==> src/rtl/posit_fma_round_encode.sv <==
// posit_fma_round_encode: two-stage posit regime/exponent/fraction assembly with RNE rounding and saturation.
module posit_fma_round_encode #(
  parameter int N = 32,
  parameter int ES = 2,
  parameter int RS = $clog2(N),
  parameter int SW = ES + RS + 2
) (
  input  logic            clk,
  input  logic            rst,
  input  logic            in_valid,
  output logic            in_ready,
  input  logic            in_sign,
  input  logic [SW-1:0]   in_scale,
  input  logic [2*N-1:0]  in_mant,
  input  logic            in_inf,
  input  logic            in_zero,
  output logic            out_valid,
  input  logic            out_ready,
  output logic [N-1:0]    out_posit,
  output logic            out_nar,
  output logic            out_zero
);
  localparam int KW = SW - ES;
  localparam int WZ = 3 * N + ES + 1;
  localparam logic signed [KW-1:0] K_HI = KW'(N - 2);
  localparam logic signed [KW-1:0] K_LO = KW'(-(N - 1));
  localparam logic [N-1:0] MAXP = {1'b0, {(N-1){1'b1}}};
  localparam logic [N-1:0] MINP = N'(1);
  localparam logic [N-1:0] NAR = {1'b1, {(N-1){1'b0}}};
  logic                 s1_valid, s1_sign, s1_inf, s1_zero, s1_hi, s1_lo;
  logic signed [KW-1:0] s1_k, k;
  logic [ES-1:0]        s1_e;
  logic [2*N-2:0]       s1_frac;
  logic                 adv1, adv2, neg, guard, sticky, rnd, unused_hidden;
  logic [KW-1:0]        sh;
  logic signed [WZ-1:0] z0, z;
  logic [N-2:0]         mag;
  logic [N-1:0]         sum, mag_f, pos, res;
  assign unused_hidden = in_mant[2*N-1];
  assign adv2 = ~out_valid | out_ready;
  assign adv1 = ~s1_valid | adv2;
  assign in_ready = adv1;
  assign k = in_scale[SW-1:ES];
  always_ff @(posedge clk) begin
    if (rst) begin
      s1_valid <= 1'b0;
      s1_sign  <= 1'b0;
      s1_k     <= '0;
      s1_e     <= '0;
      s1_frac  <= '0;
      s1_inf   <= 1'b0;
      s1_zero  <= 1'b0;
      s1_hi    <= 1'b0;
      s1_lo    <= 1'b0;
    end else if (adv1) begin
      s1_valid <= in_valid;
      s1_sign  <= in_sign;
      s1_k     <= k;
      s1_e     <= in_scale[ES-1:0];
      s1_frac  <= in_mant[2*N-2:0];
      s1_inf   <= in_inf;
      s1_zero  <= in_zero;
      s1_hi    <= k >= K_HI;
      s1_lo    <= k <= K_LO;
    end
  end
  // Regime is formed by arithmetic-shifting {fill, terminator, e, frac}: fill replicates into the run.
  assign neg = s1_k[KW-1];
  assign sh = s1_k ^ {KW{neg}};
  assign z0 = {~neg, neg, s1_e, s1_frac, {N{1'b0}}};
  assign z = z0 >>> sh;
  assign mag = z[WZ-1 -: N-1];
  assign guard = z[WZ-N];
  assign sticky = |z[WZ-N-1:0];
  assign rnd = guard & (sticky | mag[0]);
  assign sum = {1'b0, mag} + {{(N-1){1'b0}}, rnd};
  always_comb begin
    mag_f = s1_hi ? MAXP : s1_lo ? MINP : sum[N-1] ? MAXP : ~|sum ? MINP : sum;
    pos = s1_sign ? -mag_f : mag_f;
    res = s1_inf ? NAR : s1_zero ? '0 : pos;
  end
  always_ff @(posedge clk) begin
    if (rst) begin
      out_valid <= 1'b0;
      out_posit <= '0;
      out_nar   <= 1'b0;
      out_zero  <= 1'b0;
    end else if (adv2) begin
      out_valid <= s1_valid;
      if (s1_valid) begin
        out_posit <= res;
        out_nar   <= s1_inf;
        out_zero  <= ~s1_inf & s1_zero;
      end
    end
  end
endmodule

==> config.mk <==
export PLATFORM = sky130hd
export DESIGN_NAME = posit_fma_round_encode
export DESIGN_NICKNAME = d
export VERILOG_FILES = /design/src/rtl/posit_fma_round_encode.sv
export SDC_FILE = /design/constraint.sdc
export NUM_CORES = 1
export LEC_CHECK = 0
export ABC_AREA = 1
export CORE_UTILIZATION = 40
export CTS_BUF_LIST = sky130_fd_sc_hd__clkbuf_2 sky130_fd_sc_hd__clkbuf_4 sky130_fd_sc_hd__clkbuf_8
export CTS_CLUSTER_DIAMETER = 60
export DETAILED_ROUTE_END_ITERATION = 12
export DONT_BUFFER_PORTS = 1
export PLACE_DENSITY = 0.51
export SYNTH_ARGS = -nofsm -noshare
export SYNTH_HDL_FRONTEND = slang
export SYNTH_SLANG_ARGS = --single-unit
==> constraint.sdc <==
create_clock -name clk -period 4.6 [get_ports clk]
set_input_delay 0.46 -clock clk [delete_from_list [all_inputs] [get_ports clk]]
set_output_delay 0.46 -clock clk [all_outputs]
set_load 0.005 [all_outputs]
Yosys cells after proc, flatten, opt, wreduce, memory -nomap -nowiden. Cells that the tools add are included.

Bits in registers: 113. Bits of input ports: 80. Output and inout bits: 36. Logic and storage cells: 38.

Add/sub/neg operators: 2. $lt $le $gt $ge: 2. Shift operators: 1. Muxes and demuxes: 7. Bitwise gates (word level): 10. Reductions and logical operators: 3.

Operator list (number): 31-bit two-way mux (4); 99-bit by 7-bit >>> shifter with 99-bit output (1); 32-bit two-way mux (3); 67-bit OR reduction (1); 31-bit by 1-bit adder with 32-bit output (1); 31-bit negator with 32-bit output (1); 32-bit OR reduction (1); 7-bit by 6-bit greater-or-equal comparator with 1-bit output (second input constant) (1); 7-bit by 6-bit <= comparator with 1-bit output (second input constant) (1); 7-bit bitwise XOR (1); 1-bit inverter (4); 1-bit OR (3); 1-bit bitwise AND (2); 2-bit AND reduction (1).

Depth between registers and ports, before layout.
Depth in word-level cells: 15. Depth in mapped cells: 40. Mapped depth without buffers: 36.

Least setup slack after synthesis. OpenSTA, ideal clock, no wires.

Kind: reg2reg. Start: register s1_k[6]. End: register out_posit[14]. Library setup time: 0.132 ns. Data arrival time: 3.937 ns. Required time: 4.468 ns. Slack: 0.531 ns. Cell stages (with the launch flop): 39. Path buffers: 3. Clock period less this slack: 4.069 ns. Path through: dfxtp_1 buf_6 inv_6 buf_12 nand2_4 nand2_8 buf_6 nand2_2 nand3_2 nand2_1 nand2_1 nand2_1 nand2_1 nand3_1 nand3_1 nand2_1 nor2_4 ha_1 [3 not listed] nor2_1 nand3_1 nand2_1 nand2_1 nor2_1 nand2_1 nor2_1 nand2_1 nand2_1 inv_1 ha_1 inv_1 nor3_2 a21oi_1 nor2_1 or2_1 nand3_1 a21oi_1.

Cells in the longest elaborated chain, start to end: 15. Elaborated cells on any way between the ends: 16. Those cells by class: add/sub (2); shift (1); mux (7); bitwise (4); reduce/logical (2).

RTL lines: start: declaration (line 31) `logic signed [KW-1:0] s1_k, k;`; start signal: assignment (line 58) `s1_k <= k;`; 7-bit bitwise XOR or 1-bit inverter (tied branches) (line 69, 70); 99-bit by 7-bit >>> shifter with 99-bit output * (line 71) `assign z = z0 >>> sh;`; 67-bit OR reduction (line 74) `assign sticky = |z[WZ-N-1:0];`; 1-bit OR (line 75) `assign rnd = guard & (sticky | mag[0]);`; 1-bit bitwise AND (line 75); 31-bit by 1-bit adder with 32-bit output * (line 76) `assign sum = {1'b0, mag} + {{(N-1){1'b0}}, rnd};`; 32-bit OR reduction (line 78) `mag_f = s1_hi ? MAXP : s1_lo ? MINP : sum[N-1] ? MAXP : ~|sum ? MINP : sum;`; 31-bit two-way mux (line 78); 31-bit two-way mux * (3 in a row) (line 78); 31-bit negator with 32-bit output (line 79) `pos = s1_sign ? -mag_f : mag_f;`; 32-bit two-way mux * (line 79); 32-bit two-way mux * (2 in a row) (line 80) `res = s1_inf ? NAR : s1_zero ? '0 : pos;`; end signal: assignment (line 91) `out_posit <= res;`; end: declaration (line 19) `output logic [N-1:0] out_posit,`.

Every way passes the cells marked *; elsewhere a longest branch is shown, timed or not. A chain may end at the register's enable or synchronous reset.

Worst setup path after layout.
Start: register s1_k[6]. End: register out_posit[18].

Same word-level chain as after synthesis.

==> metrics.md <==
| Metric | Value |
|---|---|
| First-pass GRT wire length | 75100 um |
| Critical path class | flip-flop to flip-flop |
| R2R Path End | out_posit[18] |
| DRT antenna net count | 0 |
| Mapped Nets | 2302 |
| Yosys warns | 0 |
| Placed Area | 0.0141 sq mm |
| Status | completed |
| Core box area | 0.0296 sq mm |
| ANT cells | 0 |
| GP Congestion | 0.957 |
| Gate count of the mapped netlist | 2220 |
| Multi-input gate area in the final layout | 0.00963 sq mm |
| FILL cells | 3150 |
| Clk_lat worst skew | 0.45 ns |
| Leading area contributor after synthesis | nand2_1 |
| Vias in the first global route | 13544 |
| Setup crit end kind | flip-flop |
| Crit path time final | 4.50 ns |
| Fmax | 222 MHz |
| Setup crit start | s1_k[6] |
| Antenna violations before repair | 0 |
| Final setup violation count | 0 |
| Hold Slack | 0.0812 ns |
| Slowest stage cell, crit path | dfxtp_4 |
| Hold EP | out_valid |
| Sequential cell area | 0.00227 sq mm |
| Leak | 8.03 nW |
| Post-DP HPWL | 38700 um |
| Die W | 175 um |
| Ys flop type | dfxtp_1 |
| Worst hold path startpoint | rst |
| Worst path required time | 4.94 ns |
| Logic gate share of total power | 0.560 |
| R2R cell count | 31 |
| Post-synthesis adder-cell area fraction | 0.00208 |
| Post-synth EDFFs | 0 |
| Net Sw Power | 2.19 mW |
| Reg clk slew, reported paths | 0.07 ns |
| DR iter-0 viols | 1899 |
| Slew Viols, Final | 0 |
| VDD IR-drop max | 0.000319 V |
| Cell Int Power | 2.84 mW |
| Yosys reg bits | 113 |
| Unrepaired setup endpoints after global routing | true |
| Final WL | 51700 um |
| Die Span Y | 175 um |
| Std cell rows | 63 |
| Final Hold Vio Count | 0 |
| DR vias/cell | 5.62 |
| Netlist Area Pre-Place | 0.0120 sq mm |
| Max capacitance violation total | 0 |
| Top cell type's share of synthesized area | 0.233 |
| Cts bufs inserted | 17 |
| Clk root buf | clkbuf_8 |
| IO Port Bufs | 0 |
| Min-Delay Path Depth | 1 |
| CTS tree | done |
| Switching Share | 0.435 |
| Proportion of synthesized area in mux cells | 0 |
| Xor and xnor area share after synthesis | 0.00281 |
| Clock power share | 0.221 |
| Reg2Reg Setup Slack | 0.1 ns |
| Crit-path max cell delay | 0.39 ns |
| Sequential share of power | 0.220 |
| Crit-path max FO | 8 |
| Tightest Hold Check Type | input port to flip-flop |
| Total number of vias | 15951 |
| CTS H-tree depth | 4 |
| Initial cell density of the core | 0.406 |
| Clock tree buffer depth | 2 |
| Worst clock skew | 0.0135 ns |
| Slew @ Worst Pin | 1.04 ns |
| Syn_area_per_cell | 5.41 sq um |
| Synth Area in Simple Gates | 0.607 |
| Main combinational cell family by area after synthesis | simple AND/OR/NAND/NOR gates |
| WP buf/inv | 7 |
| Largest net degree at the start of global routing | 81 |
| I/O pin total | 116 |
| Largest delay share family, worst path | simple AND/OR/NAND/NOR gates |
| Relative slew margins | 0.307 |
| Post-synth ARST share | 0 |
| Seq/Total Area, Yosys | 0.188 |
| # clock sinks | 113 |
| DRC violations left | 0 |
| GR Overflow Total | 0 |
| Startpoint Class | flip-flop |
| Share of post-route cells with drive strength above 1 | 0.275 |
| Synth Area in Compound Gates | 0.0970 |
| Final Cell Area | 0.0163 sq mm |
| Total GRT Usage | 0.314 |
| Area Overhead vs Synth | 35.5% |
| Largest cells by area after synthesis | nand2_1 23%, nand3_1 22%, dfxtp_1 19% |
| Pre-antenna DRT Iters | 5 |
| Tcrit/Tclk final | 0.979 |
| Die area | 0.0307 sq mm |
| DR WL/cell | 18.2 um |
| FF-to-FF Start | s1_k[6] |
| Worst EP arrival | 4.84 ns |
| Fin nets | 2515 |
| Final setup TNS | 0 ns |
| Number of distinct library cells after synthesis | 49 |
| PwrDens | 309 mW/mm^2 |
registers in the layout, summed over array words and instances, names as in the netlist:
signal and cells:
s1_sign 1, s1_hi 1, out_valid 1, s1_k 7
s1_lo 1, s1_e 2, out_nar 1, s1_frac 63
s1_zero 1, out_zero 1, s1_inf 1, s1_valid 1
out_posit 32
per-stage QoR:
step	utilization	setup slack [ns]	cells	power, mW
global placement	0.476	-0.185	2755	3.48
global route	0.551	-0.196	2836	5.32
floorplan	-	0.531	2220	2.54
detailed placement	0.476	-0.265	2755	3.49
finish	0.551	0.0950	2836	5.03
CTS	0.494	0.000339	2789	4.63
worst register-to-register path: cells and delay by family, from the launching register on:
kind	cells	cell delay, ns
AO/OA/AOI/OAI	2	0.36
adder cells (fa/ha/maj)	1	0.13
flip-flops	1	0.39
XOR/XNOR	1	0.21
buffers and inverters	7	0.82
AND/OR/NAND/NOR	20	2.49
Yosys cell counts (4+ instances only):
| library cell | n |
|---|---|
| nor3_1 | 5 |
| nand2_4 | 8 |
| clkbuf_1 | 39 |
| or2_2 | 4 |
| o21ai_1 | 15 |
| inv_1 | 123 |
| nor2_1 | 208 |
| nand3_1 | 539 |
| o21ai_0 | 90 |
| dfxtp_1 | 113 |
| inv_2 | 9 |
| nand3b_1 | 10 |
| a21oi_1 | 91 |
| nand4_1 | 35 |
| buf_2 | 45 |
| nand2_2 | 17 |
| nor2_4 | 4 |
| buf_6 | 9 |
| o21ai_2 | 6 |
| buf_1 | 8 |
| nand2_1 | 745 |
| nor2_2 | 14 |
| buf_4 | 22 |
| nand3_2 | 20 |
power by group through the flow:
stage	clock network (mW)	logic [mW]	registers (mW)
after floorplan	0	1.45	1.09
after global placement	0	2.36	1.12
after detailed placement	0	2.37	1.12
after CTS	1.13	2.40	1.10
after global routing	1.17	3.05	1.11
final	1.11	2.81	1.10
layout by cell type (no fill, tap or decap), types with 6 or more instances in the layout:
cell,Yosys,routed
clkbuf_16,0,11
nand2_1,745,684
nand3_2,20,129
nand3_4,0,6
inv_1,123,120
a21oi_2,2,6
nand4_1,35,35
nor2_1,208,177
nand2_4,8,12
a21oi_1,91,86
o21ai_1,15,17
nor2_2,14,34
nand3_1,539,424
clkbuf_8,0,19
o21ai_0,90,86
nor2_4,4,16
buf_12,1,17
nand2_2,17,72
nand3b_1,10,10
dfxtp_1,113,111
buf_4,22,279
inv_2,9,11
worst max path at each step:
stage	end	slack [ns]	cells after the start
2_1_floorplan	out_posit[14]	0.53	38
3_3_place_gp	out_posit[22]	-0.19	32
3_5_place_dp	out_posit[30]	-0.26	33
4_1_cts	out_posit[14]	0.0003	37
5_1_grt	out_posit[18]	-0.20	34
6_report	out_posit[18]	0.1	31
final cells by class:
class,count,share of cell area
Timing Repair Buffer,316,0.175
Inverter,138,0.0338
Clock buffer,23,0.0179
Tap cell,390,0.0300
Sequential cell,113,0.139
Multi-Input combinational cell,1846,0.592
Clock inverter,9,0.0110
Timing Repair inverter,1,0.000999
per-layer routing:
| layer | wire [um] | share of wire | track usage | up-vias |
|---|---|---|---|---|
| li1 | - | - | - | 7786 |
| met1 | 25600 | 0.50 | 0.508 | 7325 |
| met2 | 19500 | 0.38 | 0.397 | 778 |
| met3 | 5790 | 0.11 | 0.0848 | 62 |
| met4 | 718 | 0.014 | 0.0591 | 0 |
| met5 | 0 | 0 | 0 | - |
repair_timing:
action	in CTS	in global routing
setup endpoints to repair	11	25
hold buffers	0	0
setup buffers	1	32
pin swaps	5	44
gates resized for setup	14	269
gates cloned	1	15
kinds of logic (layout without fill, tap and decap cells):
kind of cell,count (synthesis),count (layout)
flops,113,113
fa+ha+maj,2,2
buf+inv,263,487
xor+xnor,3,3
compound gates,217,217
simple gates,1622,1624
Power figures use the tool's default switching activity.
